==> src/rtl/mips_cpu_pkg.sv <==
// ---------------------------------------------------------------------------
// mips_cpu_pkg
// Shared types and constants for the MIPS front-end control blocks.
//   br_op_t     : decoded branch/jump class presented by decode
//   pc_ctrl_t   : next-PC control code consumed by the PC register
//   bru_state_t : branch resolve unit sequencing states
//   pc_code()   : maps a branch class to the redirect code it produces
// ---------------------------------------------------------------------------
package mips_cpu_pkg;

  typedef enum logic [3:0] {
    NONE   = 4'd0,
    BEQ    = 4'd1,
    BNE    = 4'd2,
    BLEZ   = 4'd3,
    BGTZ   = 4'd4,
    BLTZ   = 4'd5,
    BGEZ   = 4'd6,
    BLTZAL = 4'd7,
    BGEZAL = 4'd8,
    J      = 4'd9,
    JAL    = 4'd10,
    JR     = 4'd11,
    JALR   = 4'd12
  } br_op_t;

  typedef logic [1:0] pc_ctrl_t;

  localparam pc_ctrl_t PC_SEQ    = 2'd0;
  localparam pc_ctrl_t PC_BRANCH = 2'd1;
  localparam pc_ctrl_t PC_JUMP   = 2'd2;
  localparam pc_ctrl_t PC_JREG   = 2'd3;

  localparam logic [4:0] LINK_REG_RA = 5'd31;

  typedef enum logic [1:0] {
    S_IDLE     = 2'd0,
    S_SLOT     = 2'd1,
    S_REDIRECT = 2'd2,
    S_HALT     = 2'd3
  } bru_state_t;

  // Redirect code for a taken op: PC-relative branches, absolute-region
  // jumps, and register jumps each steer the PC mux differently.
  function automatic pc_ctrl_t pc_code(input br_op_t op);
    pc_ctrl_t code;
    case (op)
      J, JAL:   code = PC_JUMP;
      JR, JALR: code = PC_JREG;
      NONE:     code = PC_SEQ;
      default:  code = PC_BRANCH;
    endcase
    return code;
  endfunction

endpackage

==> src/rtl/branch_cond_eval.sv <==
// ---------------------------------------------------------------------------
// branch_cond_eval
// Combinational condition evaluation for one decoded branch/jump.
//   br_op   in  4  branch class
//   rs_val  in  32 value of register rs
//   rt_val  in  32 value of register rt
//   taken   out 1  the op redirects the PC
//   is_link out 1  the op writes a return address (regardless of taken)
// ---------------------------------------------------------------------------
module branch_cond_eval
  import mips_cpu_pkg::*;
(
  input  br_op_t      br_op,
  input  logic [31:0] rs_val,
  input  logic [31:0] rt_val,
  output logic        taken,
  output logic        is_link
);

  logic signed [31:0] rs_s;
  logic               rs_neg;
  logic               rs_zero;

  assign rs_s    = $signed(rs_val);
  assign rs_neg  = (rs_s < 32'sd0);
  assign rs_zero = (rs_val == 32'd0);

  always_comb begin
    taken   = 1'b0;
    is_link = 1'b0;
    case (br_op)
      BEQ:    taken = (rs_val == rt_val);
      BNE:    taken = (rs_val != rt_val);
      BLEZ:   taken = rs_neg | rs_zero;
      BGTZ:   taken = ~rs_neg & ~rs_zero;
      BLTZ:   taken = rs_neg;
      BGEZ:   taken = ~rs_neg;
      BLTZAL: begin
        taken   = rs_neg;
        is_link = 1'b1;
      end
      BGEZAL: begin
        taken   = ~rs_neg;
        is_link = 1'b1;
      end
      J:      taken = 1'b1;
      JAL: begin
        taken   = 1'b1;
        is_link = 1'b1;
      end
      JR:     taken = 1'b1;
      JALR: begin
        taken   = 1'b1;
        is_link = 1'b1;
      end
      default: begin
        taken   = 1'b0;
        is_link = 1'b0;
      end
    endcase
  end

endmodule

==> src/rtl/branch_resolve_unit.sv <==
// ---------------------------------------------------------------------------
// branch_resolve_unit
// Resolves decoded branches/jumps into next-PC control, honouring the single
// MIPS branch-delay slot, and issues the link-register write.
//   clk, rst_n            clock, asynchronous active-low reset
//   instr_valid           decode presents an instruction (accepted same cycle)
//   br_op                 branch class of that instruction
//   instr_pc              its address
//   rs_val, rt_val        operand values
//   imm16, jidx, rd_idx   branch offset, J-type index, JALR destination
//   pc_ctrl, pc_in        next-PC code and redirect target
//   link_we/_reg/_val     one-cycle link write (return address instr_pc + 8)
//   halted                a register jump to HALT_ADDR has taken effect
//   slot_err              sticky: a branch appeared in a delay slot
// ---------------------------------------------------------------------------
module branch_resolve_unit
  import mips_cpu_pkg::*;
#(
  parameter logic [31:0] RESET_VECTOR = 32'hBFC00000,
  parameter logic [31:0] HALT_ADDR    = 32'h00000000
) (
  input  logic        clk,
  input  logic        rst_n,
  input  logic        instr_valid,
  input  br_op_t      br_op,
  input  logic [31:0] instr_pc,
  input  logic [31:0] rs_val,
  input  logic [31:0] rt_val,
  input  logic [15:0] imm16,
  input  logic [25:0] jidx,
  input  logic [4:0]  rd_idx,
  output logic [1:0]  pc_ctrl,
  output logic [31:0] pc_in,
  output logic        link_we,
  output logic [4:0]  link_reg,
  output logic [31:0] link_val,
  output logic        halted,
  output logic        slot_err
);

  bru_state_t  state_q;
  bru_state_t  state_d;

  logic        taken;
  logic        is_link;

  logic        accept_idle;
  logic        accept_slot;

  logic [31:0] pc_plus4;
  logic [31:0] br_off;
  logic [31:0] br_tgt;
  logic [31:0] j_tgt;
  logic [31:0] tgt_d;

  // Pending redirect, held from branch acceptance until REDIRECT.
  logic [31:0] tgt_p1;
  pc_ctrl_t    code_p1;

  logic [31:0] pc_in_q;
  logic        link_we_q;
  logic [4:0]  link_reg_q;
  logic [31:0] link_val_q;
  logic        slot_err_q;

  branch_cond_eval u_cond (
    .br_op   (br_op),
    .rs_val  (rs_val),
    .rt_val  (rt_val),
    .taken   (taken),
    .is_link (is_link)
  );

  assign accept_idle = instr_valid && (state_q == S_IDLE);
  assign accept_slot = instr_valid && (state_q == S_SLOT);

  // Target arithmetic (all modulo 2^32)
  assign pc_plus4 = instr_pc + 32'd4;
  assign br_off   = {{14{imm16[15]}}, imm16, 2'b00};
  assign br_tgt   = pc_plus4 + br_off;
  assign j_tgt    = {pc_plus4[31:28], jidx, 2'b00};

  always_comb begin
    tgt_d = br_tgt;
    case (pc_code(br_op))
      PC_JUMP: tgt_d = j_tgt;
      PC_JREG: tgt_d = rs_val;
      default: tgt_d = br_tgt;
    endcase
  end

  // FSM state register
  always_ff @(posedge clk or negedge rst_n) begin
    if (!rst_n) begin
      state_q <= S_IDLE;
    end else begin
      state_q <= state_d;
    end
  end

  // FSM next state and PC control outputs
  always_comb begin
    state_d = state_q;
    pc_ctrl = PC_SEQ;
    case (state_q)
      S_IDLE: begin
        if (accept_idle && taken) state_d = S_SLOT;
      end
      S_SLOT: begin
        // Any instruction here is the delay slot, whatever its class.
        if (instr_valid) state_d = S_REDIRECT;
      end
      S_REDIRECT: begin
        pc_ctrl = code_p1;
        if ((code_p1 == PC_JREG) && (tgt_p1 == HALT_ADDR)) begin
          state_d = S_HALT;
        end else begin
          state_d = S_IDLE;
        end
      end
      S_HALT: begin
        pc_ctrl = PC_JREG;
        state_d = S_HALT;
      end
      default: begin
        state_d = S_IDLE;
        pc_ctrl = PC_SEQ;
      end
    endcase
  end

  // Latch redirect, drive pc_in and link write
  always_ff @(posedge clk or negedge rst_n) begin
    if (!rst_n) begin
      tgt_p1     <= 32'd0;
      code_p1    <= PC_SEQ;
      pc_in_q    <= RESET_VECTOR;
      link_we_q  <= 1'b0;
      link_reg_q <= 5'd0;
      link_val_q <= 32'd0;
      slot_err_q <= 1'b0;
    end else begin
      if (accept_idle && taken) begin
        tgt_p1  <= tgt_d;
        code_p1 <= pc_code(br_op);
      end

      // pc_in is loaded one edge early so it already carries the target in
      // REDIRECT, then simply holds while pc_ctrl is sequential.
      if (accept_slot) begin
        pc_in_q <= tgt_p1;
        if (br_op != NONE) slot_err_q <= 1'b1;
      end

      // Conditional link ops write the return address even when not taken.
      link_we_q <= accept_idle && is_link;
      if (accept_idle && is_link) begin
        link_reg_q <= (br_op == JALR) ? rd_idx : LINK_REG_RA;
        link_val_q <= instr_pc + 32'd8;
      end
    end
  end

  assign pc_in    = (state_q == S_HALT) ? HALT_ADDR : pc_in_q;
  assign halted   = (state_q == S_HALT);
  assign link_we  = link_we_q;
  assign link_reg = link_reg_q;
  assign link_val = link_val_q;
  assign slot_err = slot_err_q;

endmodule

==> config.mk <==
export PLATFORM = sky130hd
export DESIGN_NAME = branch_resolve_unit
export DESIGN_NICKNAME = d
export VERILOG_FILES = /design/src/rtl/mips_cpu_pkg.sv /design/src/rtl/branch_cond_eval.sv /design/src/rtl/branch_resolve_unit.sv
export SDC_FILE = /design/constraint.sdc
export NUM_CORES = 1
export LEC_CHECK = 0
export CAP_MARGIN = 20
export CORE_MARGIN = 4
export CORE_UTILIZATION = 49
export DETAILED_ROUTE_END_ITERATION = 10
export GPL_ROUTABILITY_DRIVEN = 0
export MAX_ROUTING_LAYER = met4
export PLACE_DENSITY = 0.9
export SYNTH_ARGS = -nofsm -noshare
export SYNTH_HDL_FRONTEND = slang
export SYNTH_SLANG_ARGS = --single-unit
==> constraint.sdc <==
create_clock -name clk -period 2.7 [get_ports clk]
set_clock_uncertainty 0.15 [all_clocks]
set_input_delay 0.54 -clock clk [delete_from_list [all_inputs] [get_ports clk]]
set_output_delay 0.54 -clock clk [all_outputs]
set_load 0.1 [all_outputs]
==> results of run 1 <==
[what timing repair did]
| action | 4_1_cts |
|---|---|
| setup buffers | 59 |
| pin swaps | 118 |
| resized for setup | 335 |
| endpoints found under the hold margin | 0 |
| setup endpoints to repair | 35 |
| gates cloned | 7 |
[metal layers]
layer	global-route usage (%)	GRT overflow
met3	45.3	0
met2	82.8	2
met4	63.3	2
met1	59.0	0
met5	-	-
[stage by stage]
stage / hold WS (ns) / TNS, ns / area, um2 / setup WS, ns / util, %
2_1_floorplan: 0.0944 / -13.18 / 8040 / -0.841 / -
3_3_place_gp: 0.310 / -36.40 / 12400 / -1.45 / 80.4
3_5_place_dp: 0.327 / -42.36 / 12400 / -1.66 / 80.4
4_1_cts: 0.0155 / -11.06 / 13900 / -0.638 / 90.2
[cell families after synthesis]
family          synth area share [%]
simple gates                    20.8
compound gates                  18.1
xor+xnor                        12.5
flops                           34.6
buf+inv                         3.01
mux                             5.33
fa+ha+maj                       5.73
==> reports/results.ini, run 1 <==
[run_status]
status = did not finish
haltStage = global routing
error_line = [ERROR GRT-0116] Global routing finished with congestion. Check the congestion regions in the DRC Viewer.

[yosys]
synth_top_area_share_pct = 31.5
async_reset_ff_share_pct = 100
yosysWarnings = 0
ys_ff_latch = 107
synth_flop_cell = dfrtp_1
syn_nets = 1058
synth_area_mm2 = 0.00778
yosysTopAreaCell = dfrtp_1
yosysSeqAreaShare_pct = 34.6
avgSynthCellArea_um2 = 8.91
synth_edf_count = 0
synth_area_leaders = dfrtp_1 (32%), xor2_1 (7.3%), ha_1 (5.5%), nand2_1 (5.4%), mux2_2 (5.1%)
yosysMostFrequentCell = nand2_1
ys_types = 66
synth.top_cells.by_count = nand2_1 (112), dfrtp_1 (98), o21ai_0 (69), xor2_1 (65), xnor2_1 (43)
synth_cells = 873

[floorplan]
ios = 224
die_w_um = 134
fp.dieH_um = 134
initial_core_util_pct = 50.6
rows = 45

[placement]
place_hpwl_um = 26700
placedCellCount = 1494
io_buffers = 223

[grt]
grt_pass1_wl_um = 82200
grtUsageTotal_pct = 63.6
grt_max_degree = 47
grt_overflow = 4
grt_pass1_vias = 12800

[clock_network]
htree_num_levels = 3
cts_buffers = 9
clock_sinks = 107
cts.hold.buffers_added = 0
max-clock-path-buffers = 2
root_buffer = clkbuf_16

==> run 2: changes to the inputs <==
- CORE_UTILIZATION: 49 -> 40
- MAX_ROUTING_LAYER: met4 -> default
- PLACE_DENSITY: 0.9 -> default
- PLACE_DENSITY_LB_ADDON: default -> 0.15
==> reports/results.ini, run 2 <==
[yosys]
yosysTopAreaCell = dfrtp_1  ; unchanged
async_reset_ff_share_pct = 100  ; unchanged
yosysWarnings = 0  ; unchanged
syn_nets = 1058  ; unchanged
yosysMostFrequentCell = nand2_1  ; unchanged
ys_types = 66  ; unchanged
synth_area_mm2 = 0.00778  ; unchanged
synth_cells = 873  ; unchanged
ys_ff_latch = 107  ; unchanged
synth_flop_cell = dfrtp_1  ; unchanged
synth.top_cells.by_count = nand2_1 (112), dfrtp_1 (98), o21ai_0 (69), xor2_1 (65), xnor2_1 (43)  ; unchanged
synth_edf_count = 0  ; unchanged
yosysSeqAreaShare_pct = 34.6  ; unchanged
synth_area_leaders = dfrtp_1 (32%), xor2_1 (7.3%), ha_1 (5.5%), nand2_1 (5.4%), mux2_2 (5.1%)  ; unchanged
avgSynthCellArea_um2 = 8.91  ; unchanged
synth_top_area_share_pct = 31.5  ; unchanged

[timing]
final_hold_viol_count = 0
period_share_pct = 135
maxSlewViolCount = 0
layout_setup_ws_ns = -0.936
relSlewSlack_pct = 57.0
rsz0062_at_grt = yes
fin_crit_ns = 3.64
fmaxAchievable_mhz = 275
tightestPinTransition_ns = 0.639
setup_viol = 25

[placement]
placedCellCount = 1549  ; was 1494
pre_cts_ws_ns = -1.80  ; was -1.66 ns
io_buffers = 223  ; unchanged
place_hpwl_um = 23900  ; was 26700 um
placed_area_mm2 = 0.0125  ; was 0.0124 mm2

[floorplan]
rows = 50  ; was 45
ios = 224  ; unchanged
initial_core_util_pct = 41.2  ; was 50.6%
die_w_um = 147  ; was 134 um
dieArea_mm2 = 0.0217
core_area_mm2 = 0.0189
fp.dieH_um = 147  ; was 134 um

[finish]
postLayoutCoreUtil_pct = 75.6
drive_gt1_share_pct = 46.1
fin_nets = 1566
final_common_cell = buf_4
area_delta_synth_final_pct = 83.7
final_cell_mix = buf_4 (315), dfrtp_1 (98), nand2_1 (94), clkdlybuf4s50_1 (73), xor2_1 (60)
fill_cells = 1305
stdcell_area_mm2 = 0.0143
multi_input_area_mm2 = 0.00586
regArea_mm2 = 0.00269
fin_cells = 1649

[grt]
grt_pass1_vias = 9125
grt_overflow = 0
grt_max_degree = 62
grt_pass1_wl_um = 49200
antenna_found_initial = 2
grtUsageTotal_pct = 28.6

[setup_path]
r2r_setup_slack_ns = 0.39
r2r_cells = 9
critPathMaxFanout = 3
cp-endpoint = tgt_p1[27]
crit_required_ns = 2.83
crit_type = input pin to flip-flop
endpoint_kind = flip-flop
r2r-end = tgt_p1[29]
crit_start = instr_pc[3]
critical_path_arrival_ns = 3.76
crit-reg2reg-launch = state_q[1]
critical_path.startpoint_type = input pin

[clock_network]
root_buffer = clkbuf_16  ; unchanged
clock_latency_ns = 0.37
clock_sinks = 107  ; unchanged
htree_num_levels = 3  ; unchanged
clkTransAtPathRegs_ns = 0.07
cts_buffers = 9  ; unchanged
max-clock-path-buffers = 2  ; unchanged
cts_tree = built

[routing]
drt.antenna.violating_nets = 0
first_pass_iters = 6
wl_um = 34100
via_per_inst = 5.68
wire_per_inst_um = 20.7
vias = 9361
drc = 0
drt-initial-drc-count = 715

[power_and_ir_drop]
ir_drop_mv = 1.22
switching_power_mw = 7.01
power_mw = 13.1
p_leak_nw = 6.53
power_frac_seq_pct = 21.9
p_per_area_mw_per_mm2 = 919
power.share.clock_pct = 10.8
power_switching_share_pct = 53.4
pwr-share-comb_pct = 67.3
p_int_mw = 6.13

[min_path]
hold_path_class = flip-flop to flip-flop
min_from = slot_err

[flow_run]
max_cap_viol_count = 0

[run_status]
violations = negative setup slack
status = finished with violations  ; was did not finish

==> run 2: cell counts after synthesis <==
No cell type changed its count.
==> run 2: metal layers <==
metal,vias to the layer above,global-route usage (%),part of all wire [%]
li1,4223,-,-
met5,-,0,0.026
met1,4472,35.9,38
met3,123,5.52,8.3
met4,2,12.9,5.3
met2,541,48.0,48
==> run 2: timing repair <==
| item | in CTS | in global routing |
|---|---|---|
| cloned | 3 | 2 |
| hold buffers | 1 | 0 |
| hold endpoints to repair | 8 | 0 |
| setup endpoints to repair | 35 | 35 |
| pin swaps | 129 | 95 |
| gates resized for setup | 262 | 130 |
| buffers inserted | 60 | 24 |
==> run 2: cell type report <==
class                   count  share of cell area [%]
diodes                      3                  0.0526
clock buffers              10                    1.60
repair buffers            545                    35.4
clock inverters             6                   0.569
inverters                  11                   0.289
flip-flops and latches    107                    18.8
well taps                 260                    2.28
multi-input cells         707                    41.0
==> run 2: worst min path at each step <==
stage	end	slack [ns]	cells past startpoint
2_1_floorplan	code_p1[0]	0.09	0
3_3_place_gp	pc_in_q[2]	0.23	1
3_5_place_dp	tgt_p1[3]	0.23	1
4_1_cts	slot_err	0.34	1
5_1_grt	link_val[15]	0.36	2
6_report	slot_err	0.34	1
==> run 2: critical path: stages <==
cell	delay, ns
buf_8	0.09
buf_4	0.13
ha_4	0.15
and3_4	0.14
and3_4	0.15
and3_4	0.14
and2_4	0.13
xor2_1	0.16
ha_1	0.32
nand2_2	0.10
buf_4	0.14
buf_4	0.13
o211ai_1	0.38
buf_4	0.23
nand4_1	0.14
buf_4	0.17
a211o_1	0.31
a41oi_2	0.20
==> run 2: per-stage QoR <==
step | setup TNS, ns | hold WS, ns
finish | -15.34 | 0.340
global route | -18.80 | 0.364
CTS | -11.48 | 0.341
detailed placement | -42.68 | 0.229
global placement | -40.85 | 0.229
floorplan | -13.18 | 0.0944
==> run 2: power by group through the flow <==
stage / clock network [mW] / registers (mW) / logic (mW)
2_1_floorplan: 0 / 4.61 / 3.69
3_3_place_gp: 0 / 2.84 / 8.26
3_5_place_dp: 0 / 2.87 / 8.34
4_1_cts: 1.43 / 2.85 / 8.64
5_1_grt: 1.50 / 2.95 / 9.15
6_report: 1.42 / 2.87 / 8.84
==> run 2: cells by family (layout without fill, tap and decap cells) <==
| kind of cell | count (synthesis) | in the layout | share of synthesized area (%) |
|---|---|---|---|
| AO/OA/AOI/OAI | 204 | 204 | 18.1 |
| XOR/XNOR | 109 | 109 | 12.5 |
| adder cells (fa/ha/maj) | 35 | 35 | 5.73 |
| buffers and inverters | 59 | 572 | 3.01 |
| flip-flops | 107 | 107 | 34.6 |
| multiplexers | 37 | 37 | 5.33 |
| other | 0 | 3 | 0 |
| AND/OR/NAND/NOR | 322 | 322 | 20.8 |
No activity file was read; power rests on OpenSTA's default activity.
==> patch: new RTL, config.mk and constraints of run 2 <==
Re-encode `bru_state_t` (4 states) as Gray code, 2 bits wide.
--- a/src/rtl/mips_cpu_pkg.sv
+++ b/src/rtl/mips_cpu_pkg.sv
@@ -35,8 +35,8 @@
 
   typedef enum logic [1:0] {
-    S_IDLE     = 2'd0,
-    S_SLOT     = 2'd1,
-    S_REDIRECT = 2'd2,
-    S_HALT     = 2'd3
+    S_IDLE     = 2'b00,
+    S_SLOT     = 2'b01,
+    S_REDIRECT = 2'b11,
+    S_HALT     = 2'b10
   } bru_state_t;
 
Check against the original RTL: same outputs for any inputs over 4 cycles, from zero or initial values and one cycle with rst_n low; so few cycles prove little.
==> patch against run 2 <==
The run still ends with setup timing left. Worst setup slack got worse by 0.12 ns. Wire length decreased by 13%. Sequential power grew 4%. Area after synthesis shrank 2.1%. Design area is 6.1% lower. Sequential cell count unchanged. Cell count decreased by 5.8%. Total power up 3.2%. Critical path type unchanged. Critical endpoint is now tgt_p1[30].
==> patch: results (changes against run 2) <==
metric	value	unit	change
result of the run	finished, violations left		unchanged
violations in the final reports	setup timing		unchanged
clock buffer count from CTS	9		unchanged
antenna violations before repair	1		was 2
global router's overall resource usage	26.1	%	was 28.6%
fillers	1423		was 1305
number of H-tree levels	3		unchanged
maximum number of pins on one net before global-route repair	60		was 62
Synth Area in Adders	5.69	%	was 5.73%
crit path max fanout	3		unchanged
sequential area share after synthesis	35.3	%	was 34.6%
clock-pin slew of the registers on the worst-case setup and hold paths	0.08	ns	
routed wirelength normalized by instance count	19.0	µm	was 20.7 µm
highest cell delay on the worst timing path	0.55	ns	was 0.38 ns
half-perimeter wire length after placement	21800	µm	was 23900 µm
post-detailed-placement cell area	11900	µm²	was 12500 µm²
maximum ir drop on the vdd rail	0.841	mV	was 1.22 mV
wire length of the first global-routing pass	44600	µm	was 49200 µm
worst min-delay path class	in2async		was reg2reg
vias in the first global route	8358		was 9125
number of violations reported at the end of detailed-routing iteration 0	756		was 715
Max Buffers Root-to-Sink	2		unchanged
Worst Tran Pin Value	0.601	ns	was 0.639 ns
LEAKAGE	6.09	nW	was 6.53 nW
cell accounting for the most synthesized area	sky130_fd_sc_hd__dfrtp_1		unchanged
Post-Synth XOR/XNOR Area	12.8	%	was 12.5%
compound-gate portion of the synthesized area	16.8	%	was 18.1%
fin nets	1496		was 1566
final setup margin	-1.06	ns	was -0.936 ns
detail-routed via count per cell	5.47		was 5.68
Synth area leaders	sky130_fd_sc_hd__dfrtp_1, sky130_fd_sc_hd__xor2_1, sky130_fd_sc_hd__ha_1, sky130_fd_sc_hd__xnor2_1, sky130_fd_sc_hd__nand2_1		was sky130_fd_sc_hd__dfrtp_1, sky130_fd_sc_hd__xor2_1, sky130_fd_sc_hd__ha_1, sky130_fd_sc_hd__nand2_1, sky130_fd_sc_hd__mux2_2
clock tree root buffer cell	sky130_fd_sc_hd__clkbuf_16		unchanged
DRT Pass-1 Iters	5		was 6
count of endpoints failing setup in the final report	24		was 25
Syn Nets	1063		was 1058
number of unique standard cell types used by synthesis	58		was 66
critical path arrival	3.84	ns	was 3.76 ns
Cell Area, Synth	7610	µm²	was 7780 µm²
clock network latency to the later pin of the worst-skew pair	0.36	ns	
fraction of final layout cells sized beyond drive strength 1	39.4	%	was 46.1%
count of buffers from port buffering	223		unchanged
count of yosys warnings during synthesis	0		unchanged
Async S/R FF share, synth	100	%	unchanged
list of most frequent post-synthesis cells	sky130_fd_sc_hd__dfrtp_1, sky130_fd_sc_hd__nand2_1, sky130_fd_sc_hd__nor2_1, sky130_fd_sc_hd__xor2_1, sky130_fd_sc_hd__o21ai_0		was sky130_fd_sc_hd__nand2_1, sky130_fd_sc_hd__dfrtp_1, sky130_fd_sc_hd__o21ai_0, sky130_fd_sc_hd__xor2_1, sky130_fd_sc_hd__xnor2_1
slowest CP cell	sky130_fd_sc_hd__or4_4		was sky130_fd_sc_hd__o211ai_1
Worst Setup Slack post-DPL	-1.97	ns	was -1.80 ns
multiplexer fraction of the synthesized cell area	4.98	%	was 5.32%
[patch: repair_timing]
item,CTS,global route
setup endpoints to repair,36,35
setup buffers,21,20
gates cloned,3,3
resized for setup,182,118
pin swaps,80,70
[patch: layout make-up]
class                      count  area [µm²]  share of cell area [%]
antenna                        2        5.00                  0.0373
clock buffer                  10         229                    1.71
clock inverter                 6        48.8                   0.364
inverter                      16        60.1                   0.448
multi-input combinational    710        5510                    41.1
sequential                   107        2690                    20.0
tap                          234         293                    2.18
timing repair buffer         468        4580                    34.1
[patch: stage by stage]
stage | cells | hold WS, ns | TNS (ns)
final | 1553 | 0.0326 | -15.33
after global routing | 1552 | 0.0544 | -18.82
after CTS | 1529 | 0.0457 | -13.02
after detailed placement | 1494 | 0.317 | -46.55
after global placement | 1494 | 0.302 | -44.10
after floorplan | 879 | 0.0944 | -15.10
[patch: logic make-up after synthesis]
family | after synthesis
buffers and inverters | 62
AND/OR/NAND/NOR | 331
AO/OA/AOI/OAI | 200
adder cells (fa/ha/maj) | 34
flip-flops | 107
multiplexers | 34
XOR/XNOR | 111
[patch: layer usage]
layer	routed length, µm	up-vias	GRT usage (%)
met5	0	-	0
met4	1230	0	12.1
met3	2250	73	4.27
met2	14300	392	43.4
met1	11800	3996	33.4
li1	-	4036	-
[patch: final timing paths]
path | cells past startpoint | slack (ns) | to | startpoint
setup / recovery | 18 | -1.06 | tgt_p1[30] | instr_pc[3]
hold / removal | 1 | 0.03 | pc_in_q[6] | rst_n
setup reg to reg | 5 | 0.69 | tgt_p1[31] | state_q[1]
hold reg to reg | 2 | 0.33 | pc_in_q[4] | pc_in_q[4]
max in group asynchronous | 2 | 1.71 | pc_in_q[31] | rst_n
min in group clk | 2 | 0.33 | pc_in_q[4] | pc_in_q[4]
[patch: report_power, final]
part | internal (mW) | total (mW) | switching (mW)
sequential | 2.44 | 2.98 | 0.536
clock | 0.638 | 1.30 | 0.666
combinational | 3.06 | 9.27 | 6.20
[patch: critical path: cells and delay by family]
kind                       cells  cell delay, ns
AOI/OAI and AO/OA              6            1.05
and+or+nand+nor                5            1.21
adders and majority gates      2            0.41
buffers and inverters          3            0.32
xor gates and xnor gates       2            0.31
